`config.mk`:
```
export PLATFORM = sky130hd
export DESIGN_NAME = if_fetch_unit
export DESIGN_NICKNAME = d
export VERILOG_FILES = /design/src/rtl/if_pkg.sv /design/src/rtl/fetch_hold_reg.sv /design/src/rtl/if_fetch_unit.sv
export SDC_FILE = /design/constraint.sdc
export NUM_CORES = 1
export LEC_CHECK = 0
export CORE_ASPECT_RATIO = 1.2
export CORE_MARGIN = 1.5
export CORE_UTILIZATION = 40
export DETAILED_ROUTE_END_ITERATION = 8
export PLACE_DENSITY = 0.76
export RECOVER_POWER = 50
export SLEW_MARGIN = 40
export SYNTH_ARGS = -nofsm -noshare
export SYNTH_HDL_FRONTEND = slang
export SYNTH_SLANG_ARGS = --single-unit
```
`constraint.sdc`:
```
create_clock -name clk -period 3.3 [get_ports clk]
set_input_delay 0.66 -clock clk [delete_from_list [all_inputs] [get_ports clk]]
set_output_delay 0.66 -clock clk [all_outputs]
set_load 0.01 [all_outputs]
```
`src/rtl/if_pkg.sv`:
```
// ---------------------------------------------------------------------------
// if_pkg
// Shared definitions for the instruction-fetch stage.
//   XLEN        : datapath width that the fetch packet type is built from
//   NOP_INSTR   : instruction shown to IF/ID when no real instruction exists
//   PC_STEP     : sequential fetch increment (one 32-bit instruction)
//   fetch_pkt_t : {instr, pc} pair as handed to the IF/ID register
//   word_align  : clears the byte-offset bits of an address
// ---------------------------------------------------------------------------
package if_pkg;

    localparam int unsigned     XLEN      = 32;
    localparam logic [XLEN-1:0] NOP_INSTR = 32'h0000_0013;  // addi x0,x0,0
    localparam logic [XLEN-1:0] PC_STEP   = 32'd4;

    typedef struct packed {
        logic [XLEN-1:0] instr;
        logic [XLEN-1:0] pc;
    } fetch_pkt_t;

    function automatic logic [XLEN-1:0] word_align(input logic [XLEN-1:0] addr);
        return {addr[XLEN-1:2], 2'b00};
    endfunction

endpackage

```
`src/rtl/fetch_hold_reg.sv`:
```
// ---------------------------------------------------------------------------
// fetch_hold_reg
// One-entry capture/hold register for a fetch response that arrives while
// the IF/ID register is stalled.
//   clk     in  : clock
//   reset   in  : synchronous, active-high; empties the entry
//   clear   in  : empties the entry (consumed by IF/ID or squashed)
//   capture in  : loads din and marks the entry valid
//   din     in  : fetch packet to capture
//   valid   out : entry holds a live packet
//   dout    out : held packet
// ---------------------------------------------------------------------------
module fetch_hold_reg
    import if_pkg::fetch_pkt_t;
(
    input  logic       clk,
    input  logic       reset,
    input  logic       clear,
    input  logic       capture,
    input  fetch_pkt_t din,
    output logic       valid,
    output fetch_pkt_t dout
);

    always_ff @(posedge clk) begin
        if (reset || clear) begin
            valid <= 1'b0;
        end else if (capture) begin
            valid <= 1'b1;
        end
    end

    // NOTE: the payload is deliberately left out of reset; valid alone
    // qualifies it, so resetting the data would only cost reset fan-out.
    always_ff @(posedge clk) begin
        if (capture) begin
            dout <= din;
        end
    end

endmodule

```
`src/rtl/if_fetch_unit.sv`:
```
// ---------------------------------------------------------------------------
// if_fetch_unit
// Instruction-fetch stage feeding the IF/ID pipeline register. Owns the
// fetch PC, issues requests to a synchronous-read instruction memory
// (response one cycle after the request), parks a response that arrives
// during a stall in a one-entry hold register, and applies redirects from EX.
//   clk          in  : clock
//   reset        in  : synchronous, active-high
//   Reg_Stall    in  : IF/ID is frozen; present a stable output
//   Redirect     in  : taken branch/jump from EX (wins over Reg_Stall)
//   Redirect_PC  in  : redirect target, low two bits ignored
//   imem_req     out : fetch request this cycle
//   imem_addr    out : word-aligned fetch address
//   imem_rdata   in  : instruction for the previous cycle's request
//   Instr        out : instruction to IF/ID (NOP_INSTR when invalid)
//   PC           out : PC of Instr (0 when invalid)
//   Instr_Valid  out : Instr/PC carry a real fetched instruction
//   IF_Flush     out : clears IF/ID this cycle (combinational from Redirect)
// WIDTH must equal if_pkg::XLEN, which sizes the fetch packet type.
// ---------------------------------------------------------------------------
module if_fetch_unit
    import if_pkg::XLEN;
    import if_pkg::PC_STEP;
    import if_pkg::fetch_pkt_t;
    import if_pkg::word_align;
#(
    parameter int unsigned      WIDTH     = XLEN,
    parameter logic [WIDTH-1:0] RESET_PC  = '0,
    parameter logic [WIDTH-1:0] NOP_INSTR = if_pkg::NOP_INSTR
) (
    input  logic             clk,
    input  logic             reset,
    input  logic             Reg_Stall,
    input  logic             Redirect,
    input  logic [WIDTH-1:0] Redirect_PC,
    output logic             imem_req,
    output logic [WIDTH-1:0] imem_addr,
    input  logic [WIDTH-1:0] imem_rdata,
    output logic [WIDTH-1:0] Instr,
    output logic [WIDTH-1:0] PC,
    output logic             Instr_Valid,
    output logic             IF_Flush
);

    logic [WIDTH-1:0] fetch_pc;     // next sequential fetch address
    logic             inflight_v;   // a request was issued last cycle
    logic [WIDTH-1:0] inflight_pc;  // address of that request
    logic             hold_v;
    fetch_pkt_t       hold_pkt;
    fetch_pkt_t       resp_pkt;     // memory response paired with its PC
    logic [WIDTH-1:0] redirect_tgt;
    logic             hold_clear;
    logic             hold_capture;

    assign redirect_tgt = word_align(Redirect_PC);
    assign resp_pkt     = '{instr: imem_rdata, pc: inflight_pc};

    // Request and flush control. Priority: reset > Redirect > Reg_Stall > normal.
    // NOTE: every output of this block gets a default first, so no path
    // leaves one unassigned and no latch is inferred.
    always_comb begin
        imem_req     = 1'b0;
        imem_addr    = fetch_pc;
        IF_Flush     = 1'b0;
        hold_clear   = 1'b0;
        hold_capture = 1'b0;
        if (!reset) begin
            if (Redirect) begin
                imem_req   = 1'b1;
                imem_addr  = redirect_tgt;
                IF_Flush   = 1'b1;
                hold_clear = 1'b1;
            end else if (Reg_Stall) begin
                // Only the first stall cycle has a fresh response to park;
                // later stall cycles keep showing the parked copy.
                hold_capture = inflight_v && !hold_v;
            end else begin
                imem_req   = 1'b1;
                hold_clear = 1'b1;  // IF/ID takes the held packet this cycle
            end
        end
    end

    // Output mux: a parked packet is always older than anything in flight.
    always_comb begin
        Instr       = NOP_INSTR;
        PC          = '0;
        Instr_Valid = 1'b0;
        if (!reset && !Redirect) begin
            if (hold_v) begin
                Instr       = hold_pkt.instr;
                PC          = hold_pkt.pc;
                Instr_Valid = 1'b1;
            end else if (inflight_v) begin
                Instr       = resp_pkt.instr;
                PC          = resp_pkt.pc;
                Instr_Valid = 1'b1;
            end
        end
    end

    // PC register and in-flight tracking; fetch_pc + PC_STEP wraps naturally.
    // NOTE: state registers use non-blocking assignments so every flop sees
    // the pre-edge values of the others.
    always_ff @(posedge clk) begin
        if (reset) begin
            fetch_pc    <= word_align(RESET_PC);
            inflight_v  <= 1'b0;
            inflight_pc <= '0;
        end else if (Redirect) begin
            fetch_pc    <= redirect_tgt + PC_STEP;
            inflight_v  <= 1'b1;
            inflight_pc <= redirect_tgt;
        end else if (Reg_Stall) begin
            inflight_v  <= 1'b0;
        end else begin
            fetch_pc    <= fetch_pc + PC_STEP;
            inflight_v  <= 1'b1;
            inflight_pc <= fetch_pc;
        end
    end

    fetch_hold_reg u_hold (
        .clk     (clk),
        .reset   (reset),
        .clear   (hold_clear),
        .capture (hold_capture),
        .din     (resp_pkt),
        .valid   (hold_v),
        .dout    (hold_pkt)
    );

    // At most one outstanding response exists at any time.
    hold_inflight_exclusive: assert property (
        @(posedge clk) disable iff (reset) !(hold_v && inflight_v)
    );

endmodule

```
Word level (Yosys, flattened, before mapping)
Cells that the tools add are included.
Word-level totals
  bits in registers: 130
  bits of input ports: 68
  output and inout port bits: 99
  word-level logic and storage cells: 40
Operators by class
  add/subtract/negate cells: 2
  equality and inequality tests: 1
  muxes and demuxes: 23
  reductions and logical operators: 7
Operators with widths (number)
  $mux 32: 12
  $add 32x3->32 const B: 2
  $mux 1: 11
  $logic_not 1->1: 3
  $logic_and 1x1->1: 2
  $ne 2x1->1 const B: 1
  $reduce_or 2->1: 1
  $logic_or 1x1->1: 1

Longest topological paths before layout
Gate-level depths: netlist (run 1).
  depth in word-level cells: 5
  gate-level depth with buffers: 13
  mapped depth without buffers: 8

Hierarchy
Synthesis (run 1) repeated with hierarchy kept, for this count alone.
Second synthesis, totals
  cell total of the unflattened synthesis: 698
  area, all modules: 6847.8 um^2
Modules (own cells, without submodules)
  if_fetch_unit: instances 1, cells an instance 631, area each 4892.2 um^2, seq. area each 1221.2 um^2
  fetch_hold_reg: instances 1, cells an instance 67, area each 1955.6 um^2, seq. area each 1941.9 um^2

Least setup slack after synthesis (run 1)
Ideal clock, no wire load.
  path type: input -> register
  start: input port Reg_Stall
  end: register u_hold.dout[10] (netlist bit), enable pin
  library setup time: 0.427 ns
  arrival: 2.935 ns
  setup slack: -0.062 ns
  cell stages on the path: 3
  cell sequence: clkbuf_1 -> buf_1 -> and3_1
On the way
  cells in the longest elaborated chain, start to end: 3
Ends and longest elaborated chain
  start: declaration: line if_fetch_unit.sv:33  | input logic Reg_Stall,
  $mux 1: line if_fetch_unit.sv:73  | end else if (Reg_Stall) begin
  $mux 1: line if_fetch_unit.sv:68  | if (Redirect) begin
  $mux 1: line if_fetch_unit.sv:67  | if (!reset) begin
  net hold_capture: line if_fetch_unit.sv:53  | logic hold_capture;
  end signal: assignment: line fetch_hold_reg.sv:37  | dout <= din;
  end: declaration: line fetch_hold_reg.sv:22  | output fetch_pkt_t dout
The timed path passes the listed nets, and every way through them passes these cells.
A chain may end at the register's enable or synchronous reset.

Worst setup path after layout (run 1)
  start: input port reset
  end: output port imem_addr[2]
On the way
  cells in the longest elaborated chain, start to end: 1
Ends and longest elaborated chain
  start: declaration: line if_fetch_unit.sv:32  | input logic reset,
  $mux 32: line if_fetch_unit.sv:67
  end: declaration: line if_fetch_unit.sv:37  | output logic [WIDTH-1:0] imem_addr,
Every way passes these cells.

==> results of run 1 <==
==> kinds of logic after synthesis <==
group	Yosys count
simple gates	343
compound gates	149
flops	124
buf+inv	65
xor+xnor	40
mux	37
fa+ha+maj	1
other cells	1
==> registers in the layout, indices dropped and copies added (netlist names) <==
| signal | count |
|---|---|
| u_hold.valid | 1 |
| inflight_pc | 30 |
| u_hold.dout | 62 |
| inflight_v | 1 |
| fetch_pc | 30 |
==> cells in the mapped netlist (2+ instances only) <==
library cell / instances / share of area
sky130_fd_sc_hd__a22oi_1: 32 / 0.035
sky130_fd_sc_hd__and2_1: 3 / 0.0028
sky130_fd_sc_hd__edfxtp_1: 62 / 0.27
sky130_fd_sc_hd__nand4_2: 2 / 0.0037
sky130_fd_sc_hd__clkbuf_1: 39 / 0.021
sky130_fd_sc_hd__o22ai_1: 7 / 0.0064
sky130_fd_sc_hd__and3_1: 32 / 0.029
sky130_fd_sc_hd__dfxtp_1: 62 / 0.18
sky130_fd_sc_hd__a21oi_1: 52 / 0.038
sky130_fd_sc_hd__nand2_1: 136 / 0.075
sky130_fd_sc_hd__a22o_1: 3 / 0.0039
sky130_fd_sc_hd__buf_2: 6 / 0.0044
sky130_fd_sc_hd__a21boi_0: 2 / 0.0022
sky130_fd_sc_hd__mux2_2: 7 / 0.012
sky130_fd_sc_hd__buf_6: 5 / 0.0083
sky130_fd_sc_hd__nor2b_1: 2 / 0.0018
sky130_fd_sc_hd__a21o_1: 3 / 0.0033
sky130_fd_sc_hd__buf_1: 5 / 0.0028
sky130_fd_sc_hd__nand3_1: 12 / 0.0088
sky130_fd_sc_hd__nand3_2: 3 / 0.0044
sky130_fd_sc_hd__inv_1: 5 / 0.0028
sky130_fd_sc_hd__nand4b_4: 3 / 0.010
sky130_fd_sc_hd__or3_1: 2 / 0.0018
sky130_fd_sc_hd__nor3_1: 7 / 0.0051
sky130_fd_sc_hd__xor2_1: 16 / 0.021
sky130_fd_sc_hd__nor4_2: 3 / 0.0055
sky130_fd_sc_hd__a211oi_1: 9 / 0.0099
sky130_fd_sc_hd__o21ai_1: 6 / 0.0044
sky130_fd_sc_hd__nand4_1: 7 / 0.0064
sky130_fd_sc_hd__a211oi_2: 2 / 0.0037
sky130_fd_sc_hd__nand4b_1: 5 / 0.0064
sky130_fd_sc_hd__o21ai_0: 21 / 0.015
sky130_fd_sc_hd__xnor2_1: 24 / 0.031
sky130_fd_sc_hd__nand2b_1: 2 / 0.0018
sky130_fd_sc_hd__buf_4: 4 / 0.0044
sky130_fd_sc_hd__nor2_1: 112 / 0.062
sky130_fd_sc_hd__mux2i_1: 30 / 0.044
sky130_fd_sc_hd__nand3b_1: 3 / 0.0033
==> critical path, stage by stage <==
cell,delay [ns]
sky130_fd_sc_hd__clkdlybuf4s50_1,0.47
sky130_fd_sc_hd__inv_1,0.10
sky130_fd_sc_hd__nand2_1,0.12
sky130_fd_sc_hd__buf_4,0.28
sky130_fd_sc_hd__nand2_1,0.13
sky130_fd_sc_hd__nand2_1,0.08
sky130_fd_sc_hd__clkdlybuf4s50_1,0.53
==> layer usage <==
layer / track usage / vias up / share of wire
li1: - / 2983 / -
met2: 0.3299 / 176 / 0.48
met4: 0.07326 / 0 / 0.019
met5: 0 / - / 0
met1: 0.2657 / 2825 / 0.45
met3: 0.03750 / 25 / 0.051
==> cells in the final DEF, fill, tap and decap left out, drive strengths merged, types with 3 or more instances in the layout <==
| cell | n |
|---|---|
| a21o | 3 |
| o22ai | 7 |
| nor3 | 7 |
| nand4 | 10 |
| nand2 | 137 |
| nand3b | 4 |
| a22o | 3 |
| mux2 | 7 |
| nor2 | 112 |
| nand3 | 15 |
| clkbuf | 23 |
| inv | 11 |
| dlygate4sd3 | 32 |
| nor4 | 5 |
| mux2i | 30 |
| dfxtp | 62 |
| o21ai | 27 |
| conb | 4 |
| and3 | 32 |
| nand4b | 8 |
| buf | 23 |
| clkdlybuf4s50 | 126 |
| edfxtp | 62 |
| xor2 | 16 |
| and2 | 3 |
| clkinv | 8 |
| a22oi | 34 |
| a211oi | 11 |
| a21oi | 53 |
| xnor2 | 24 |
==> metrics by stage <==
step	hold slack (ns)	util
final	0.4485	0.5479
after global routing	0.4615	0.5479
after CTS	0.4435	0.5489
after detailed placement	0.4373	0.5154
after global placement	0.4309	0.5153
after floorplan	0.4164	-
==> power by group <==
part	internal (mW)	switching, mW	leakage [nW]
Clock	1.05	0.718	0.278
Combinational	0.283	0.302	2.20
Sequential	1.68	0.0636	1.08
==> final cells by class <==
type / instances / area [µm²] / share of cell area
Timing Repair Buffer: 187 / 1805 / 0.1963
Tap cell: 216 / 270.3 / 0.02939
Sequential cell: 124 / 3104 / 0.3376
Multi-Input combinational cell: 574 / 3431 / 0.3731
Inverter: 6 / 22.52 / 0.002449
Clock inverter: 15 / 137.6 / 0.01497
Clock buffer: 17 / 425.4 / 0.04626
==> worst max-delay path by stage <==
stage | endpoint | cells past startpoint | startpoint
final | imem_addr[2] | 7 | reset
after global routing | fetch_pc[25] | 5 | Reg_Stall
after CTS | imem_addr[24] | 8 | reset
after detailed placement | fetch_pc[28] | 9 | Redirect_PC[2]
after global placement | fetch_pc[28] | 9 | Redirect_PC[2]
after floorplan | fetch_pc[16] | 13 | Redirect
==> summary.md, run 1 <==
During placement, the flow inserted port buffers numbering 160. For this run, design rule violations remaining after detail routing come to 0. The worst register-to-register path has a depth of 4. In this run the deepest clock path goes through 2 buffers. The endpoint identified for the worst register-to-register timing path is u_hold.dout[45].

The logs give 5 for the total iterations of the first detailed-routing run and 28860 µm for the first-pass GRT wire length. The initial antenna violation count came out at 0. The final layout contains routed wiring with a total length of 17880 µm. The total number of vias is 6009. The antenna diode count was 0; the via count of the first global-routing pass was 5579. The worst hold-check path type is register to register. In this run the static leakage power is 3.553 nW.

The post-route total power is 4.096 mW, and the async set or reset register ratio after synthesis is 0. The average cell area after synthesis was 8.974 µm². The number of distinct library cell variants in the gate-level netlist after synthesis is 62. Once detailed placement completed, the half-perimeter wirelength came to 12610 µm. After routing, the total negative slack on setup checks comes to 0 ns. Of all nets on the critical path, the largest fanout is 22. The area fraction in compound gates after synthesis is 0.1447. The synthesized flop and latch total came out at 124.

The endpoint with the worst hold slack was u_hold.dout[30]. The top achievable clock speed is 329.9 MHz, and the overall track demand over capacity in global routing is 0.2020. The run gives 1 as the count of maximum capacitance violations.

For this design, the sink count on the clock tree is 124. The width of the die is 122.2 µm, and the overflow left after global routing is 0. The placed cell area was 8651 µm². The worst-case IR drop observed on VDD is 0.2782 mV. For the pre-CTS setup slack, the log shows 0.1961 ns. The standard-cell row count was 52; the initial core utilization was 0.4063.

The buffer cell driving the clock tree root is sky130_fd_sc_hd__clkbuf_16. Synthesis produced 760 cells. The level count of the clock H-tree was 4; the fraction of synthesized cell area in xor and xnor cells was 0.05137. The floorplan step defined a die boundary enclosing 17850 µm². The number of warning messages in the yosys log came out at 0.

Entering global routing, the biggest net connects 49 pins. Across the routed clock network, the largest skew measured is 0.01748 ns. The number of DRC markers after the initial detailed-route iteration came out at 406. For flop-to-flop paths, the worst setup slack is 0.96 ns.

The tools report the kind of capture point of the worst setup path as a primary output. The share of post-route cells with drive strength above 1 is 0.1008. The startpoint identified for the worst hold timing path is inflight_pc[30].

The critical path in this run is classified as input pin to primary output. Subtracting the final worst setup slack from the clock period gives 3.031 ns. The vias per cell came out at 5.276. STA puts the critical path data required time at 2.64 ns. The share of cell area taken by muxes after synthesis is 0.05559, and the antenna violation net count after detailed routing is 0. The simple-gate share of the synthesized area was 0.2464. At the end of routability-driven placement, the weighted congestion stood at 0.8402. Yosys mapped a number of flops with a built-in enable equal to 62. Among all flip-flop cells after synthesis, the most frequent one is sky130_fd_sc_hd__edfxtp_1.

For the netlist area before placement, the log shows 6820 µm². Dividing total power by cell area gives a power density of 445.4 nW/µm². The tools report the clock latency on the worst-skew pair as 0.42 ns.

The sequential share of the synthesized area came out at 0.4550. In this run the vertical extent of the chip is 146.0 µm. The hold violation total from the final report is 0, and the share of the clock period used by the worst path is 0.9185. The total setup violations reported at the end of the flow was 0. The critical register-to-register path startpoint is inflight_v. At the end of the flow, the number of nets in the layout was 979.

In this run, post-CTS hold repair placed 0 buffers. The worst setup path is launched from an input pin. The run finished, with violations left. Pin placement for this block handled 167 I/O pins. Clock-pin slew was measured on the worst setup and hold paths at 0.06 ns. The total of cells resized after clock tree synthesis was 0; the transition time at the pin with the least slew margin was 1.492 ns. The final reports fail on capacitance limit. After detailed placement, the design holds a cell count of 1107. The post-synthesis adder-cell area fraction came out at 0.001835. TritonCTS built the clock tree. The final max-slew violation count was 0.

The floorplan step defined a core boundary enclosing 16790 µm². The filler cells instantiated in the layout total 1547. Setup repair after global routing left no endpoint under its margin. The finished layout holds 1139 standard cells, fillers aside.

The relative slew slack was 0.004511. In this run the post-CTS setup repair buffer count came out at 0. In this run, CTS created clock tree buffers numbering 17. Data on the critical path arrives at its endpoint at 2.37 ns. The combinational family with the most area after synthesis is simple AND/OR/NAND/NOR gates. The finished cells cover 9196 µm².

Relative to the synthesized area, the layout overhead comes to 34.84%. The routed wire length per instance was 15.70 µm. The worst path meets setup with 0.2690 ns of slack. Worst hold path cell count: 0.
No activity file was read; power rests on OpenSTA's default activity.
==> inputs of run 2 (changes only) <==
--- a/config.mk
+++ b/config.mk
@@ -5,11 +5,14 @@
 export SDC_FILE = /design/constraint.sdc
 export NUM_CORES = 1
 export LEC_CHECK = 0
+export ABC_AREA = 1
+export CELL_PAD_IN_SITES_DETAIL_PLACEMENT = 1
+export CELL_PAD_IN_SITES_GLOBAL_PLACEMENT = 2
 export CORE_ASPECT_RATIO = 1.2
 export CORE_MARGIN = 1.5
-export CORE_UTILIZATION = 40
+export CORE_UTILIZATION = 25
 export DETAILED_ROUTE_END_ITERATION = 8
-export PLACE_DENSITY = 0.76
+export PLACE_DENSITY = 0.84
 export RECOVER_POWER = 50
 export SLEW_MARGIN = 40
 export SYNTH_ARGS = -nofsm -noshare
==> run 2 against run 1 <==
Against the previous run: the flow now finishes without violations; design area rose by 4.0%; synthesized area decreased by 4.7%; clock skew shrank 0.0060 ns; largest power group unchanged.
==> summary.md, run 2 <==
The predominant post-synthesis flop cell is sky130_fd_sc_hd__edfxtp_1 (unchanged). For the area of the die, the log shows 26990 µm² (was 17850 µm²). The flow ran to the end, and the final reports show no timing, DRC or antenna violations. The setup slack of the worst register-to-register path is 1.19 ns (was 0.96 ns), and the count of nets after finishing is 1140 (was 979). The width of the die was 150.2 µm (was 122.2 µm); the sequential share of the synthesized area was 0.4773 (was 0.4550). The clock edge transition at the registers on the reported setup and hold paths is 0.06 ns (about the same), and the post-layout instance count excluding filler cells is 1414 (was 1139). The level count of the clock H-tree was 4 (unchanged).

The layout overhead on the synthesized area came out at 47.11% (was 34.84%). The arrival time of data at the critical path endpoint came out at 2.53 ns (was 2.37 ns). The tools report the kind of capture point of the worst setup path as a primary output (unchanged). The count of maximum capacitance violations is 0 (was 1), and the transition time at the pin with the least slew margin is 0.8642 ns (was 1.492 ns). The average cell area after synthesis came out at 7.456 µm² (was 8.974 µm²).

The total number of vias is 6320 (was 6009), and the post-route minimum period is 3.193 ns (was 3.031 ns). Endpoint of the worst register-to-register path: u_hold.dout[5] (was u_hold.dout[45]). The critical register-to-register path startpoint is u_hold.valid (was inflight_v). The power density relative to cell area was 471.0 nW/µm² (was 445.4 nW/µm²). The sum of negative setup slack is 0 ns (unchanged), and the worst-case reg-to-reg path depth is 4 (unchanged). The routed wire length per instance was 15.44 µm (was 15.70 µm); the total setup buffers inserted after CTS was 0 (unchanged). Most common cell after layout, fill and taps aside: sky130_fd_sc_hd__nand2_1 (unchanged).

The total CTS buffers was 17 (unchanged). The placer's final routability congestion estimate is 0.8560 (was 0.8402), and the antenna diode count is 0 (unchanged). The tools report the final routed DRC violation total as 0 (unchanged). The tools report the half-perimeter wire length after detailed placement as 16340 µm (was 12610 µm). For the top achievable clock speed, the log shows 313.2 MHz (was 329.9 MHz). The startpoint type of the worst setup path was an input pin (unchanged). The tools report the final max-slew violation count as 0 (unchanged). Commonest cells after routing, fill and taps aside: sky130_fd_sc_hd__nand2_1 (333), sky130_fd_sc_hd__clkdlybuf4s50_1 (121), sky130_fd_sc_hd__inv_1 (64) (was sky130_fd_sc_hd__nand2_1 (135), sky130_fd_sc_hd__clkdlybuf4s50_1 (126), sky130_fd_sc_hd__nor2_1 (112)).

Worst hold-check path type: register to register (unchanged). The tools report the total setup violations reported at the end of the flow as 0 (unchanged). For the hold violation total from the final report, the log shows 0 (unchanged). The largest net degree at the start of global routing came out at 50 (was 49).

The count of pins on the block boundary was 167 (unchanged). Flip-flop count of the largest register, all copies and words added: 62 (unchanged). The run gives 25540 µm² (was 16790 µm²) as the placeable core region. The tools report the antenna violation net count after detailed routing as 0 (unchanged). Worst-path maximum fanout: 16 (was 22). Largest registers in the final layout: u_hold.dout (62), fetch_pc (30), inflight_pc (30) (unchanged). The run gives 6592 (was 5579) as the via count of the first global-routing pass. The clock net sink count is 124 (unchanged), and the synthesized flop and latch total is 124 (unchanged). For the initial core utilization, the log shows 0.2545 (was 0.4063). Quantity of hold-fixing buffers added after cts: 0 (unchanged). The total iterations of the first detailed-routing run is 4 (was 5). Synth area leaders: sky130_fd_sc_hd__edfxtp_1 (29%), sky130_fd_sc_hd__nand2_1 (19%), sky130_fd_sc_hd__dfxtp_1 (19%) (was sky130_fd_sc_hd__edfxtp_1 (27%), sky130_fd_sc_hd__dfxtp_1 (18%), sky130_fd_sc_hd__nand2_1 (7.5%)). The logs give 21840 µm (was 17880 µm) for the final routed wirelength across all metal layers and 35030 µm (was 28860 µm) for the first-pass GRT wire length. The number of buffers inserted by port buffering was 160 (unchanged). The logs give 0.01149 ns (was 0.01748 ns) for the worst clock skew and 2.64 ns (about the same) for the required time of the worst setup path.

The initial antenna violation count came out at 0 (unchanged). The most numerous cell in the Yosys netlist was sky130_fd_sc_hd__nand2_1 (unchanged). The share of the clock period used by the worst path was 0.9675 (was 0.9185); the area share of the largest cell type after synthesis was 0.2864 (was 0.2730).

Most flop-heavy register: u_hold.dout (unchanged). TritonCTS built the clock tree. The number of distinct library cell variants in the gate-level netlist after synthesis was 35 (was 62); the async set or reset register ratio after synthesis was 0 (unchanged).

The tools report the instance count of the mapped netlist as 872 (was 760). The share of post-route cells with drive strength above 1 works out to 0.1384 (was 0.1008). The worst ir drop on vdd was 0.2995 mV (was 0.2782 mV). The tools report the buffer cell driving the clock tree root as sky130_fd_sc_hd__clkbuf_16 (unchanged).

The relative slew slack came out at 0.4239 (was 0.004511). The startpoint of the worst hold path is inflight_pc[21] (was inflight_pc[30]). The number of warning messages in the yosys log was 0 (unchanged). Endpoint with the worst hold slack: u_hold.dout[21] (was u_hold.dout[30]).

The standard-cell row count is 64 (was 52). The vias per cell is 4.470 (was 5.276). The run gives 285 (was 406) as the number of DRC markers after the initial detailed-route iteration. Leading post-synthesis cells by instance count: sky130_fd_sc_hd__nand2_1 (332), sky130_fd_sc_hd__inv_1 (64), sky130_fd_sc_hd__a21oi_1 (62), sky130_fd_sc_hd__dfxtp_1 (62), sky130_fd_sc_hd__edfxtp_1 (62) (was sky130_fd_sc_hd__nand2_1 (136), sky130_fd_sc_hd__nor2_1 (112), sky130_fd_sc_hd__dfxtp_1 (62), sky130_fd_sc_hd__edfxtp_1 (62), sky130_fd_sc_hd__a21oi_1 (52)). Overflow left after global routing: 0 (unchanged).

The worst hold path cell count was 0 (unchanged). The run gives 6501 µm² (was 6820 µm²) as the netlist area before placement. Largest area contributor in the netlist: sky130_fd_sc_hd__edfxtp_1 (unchanged). The category of the critical setup timing path is input pin to primary output (unchanged). The number of flops mapped to enable cells by yosys was 62 (unchanged); the cell total after placement was 1382 (was 1107). The run gives 3.648 nW (was 3.553 nW) as the total leakage power. For the final design utilization, the log shows 0.3744 (was 0.5479). Setup repair after global routing could not meet its margin everywhere. The run gives 2 (unchanged) as the number of buffers between clock root and the deepest sink. The tools report the clock latency on the worst-skew pair as 0.42 ns (about the same). The vertical die dimension was 179.7 µm (was 146.0 µm); the overall track demand over capacity in global routing was 0.1658 (was 0.2020).
## run 2: cell count changes after synthesis, sizes merged, moves of 11 or more
cell | before | now
a211oi | 11 | 0
a22oi | 34 | 0
and3 | 32 | 0
inv | 6 | 67
mux2i | 30 | 0
nand2 | 137 | 362
nand3 | 15 | 47
nor2 | 112 | 61
o21ai | 27 | 67
xnor2 | 24 | 0
xor2 | 16 | 0
## run 2: metal layers
layer,share of wire,GRT usage,vias up
met1,0.45,0.2086,2960
met4,0.0054,0.03765,0
met2,0.51,0.2921,120
li1,-,-,3234
met5,0,0,-
met3,0.034,0.02817,6
## run 2: metrics by stage
stage	setup WS, ns	instance area (µm²)	power, mW	hold WS (ns)
3_5_place_dp	-0.08202	8895	2.399	0.4433
5_1_grt	-0.01149	9564	4.686	0.4711
2_1_floorplan	0.01654	6515	2.035	0.4308
4_1_cts	0.02161	9582	4.569	0.4581
6_report	0.1074	9564	4.505	0.4590
3_3_place_gp	-0.08120	8895	2.387	0.4410
## run 2: worst max-delay path: stages
cell and delay (ns):
sky130_fd_sc_hd__clkdlybuf4s50_1 0.53, sky130_fd_sc_hd__buf_4 0.17, sky130_fd_sc_hd__buf_12 0.16, sky130_fd_sc_hd__nand2_2 0.08
sky130_fd_sc_hd__nand2_4 0.07, sky130_fd_sc_hd__inv_1 0.05, sky130_fd_sc_hd__o21ai_1 0.15, sky130_fd_sc_hd__buf_4 0.14
sky130_fd_sc_hd__clkdlybuf4s50_1 0.52
## run 2: worst max path at each step
stage,from,endpoint,slack [ns],cells past startpoint
after floorplan,reset,u_hold.dout[10],0.02,5
after global placement,Redirect,PC[31],-0.08,7
after detailed placement,Redirect,PC[31],-0.08,7
after CTS,Redirect,PC[31],0.02,7
after global routing,Redirect,imem_addr[18],-0.01,8
final,Redirect,imem_addr[9],0.11,9
## run 2: layout make-up
type | count | area, µm²
clock inverters | 12 | 205.2
clock buffers | 20 | 479.2
multi-input cells | 635 | 2907
well taps | 330 | 412.9
fillers | 3076 | 15980
flip-flops and latches | 124 | 3104
repair buffers | 225 | 2201
inverters | 68 | 255.2
## run 2: power breakdown
| group | switching (mW) | internal (mW) |
|---|---|---|
| Clock | 0.719 | 1.44 |
| Combinational | 0.336 | 0.290 |
| Sequential | 0.0409 | 1.68 |
## run 2: logic make-up after synthesis
kind of cell | count (synthesis) | share of synthesized area
buf+inv | 116 | 0.07794
fa+ha+maj | 1 | 0.001924
compound gates | 149 | 0.1239
flops | 124 | 0.4773
simple gates | 481 | 0.3183
other cells | 1 | 0.0005768
## run 2: timing repair
| action | 4_1_cts | 5_1_grt |
|---|---|---|
| gates resized for setup | 1 | 10 |
| endpoints found under the setup margin | 19 | 16 |
| pin swaps | 0 | 0 |
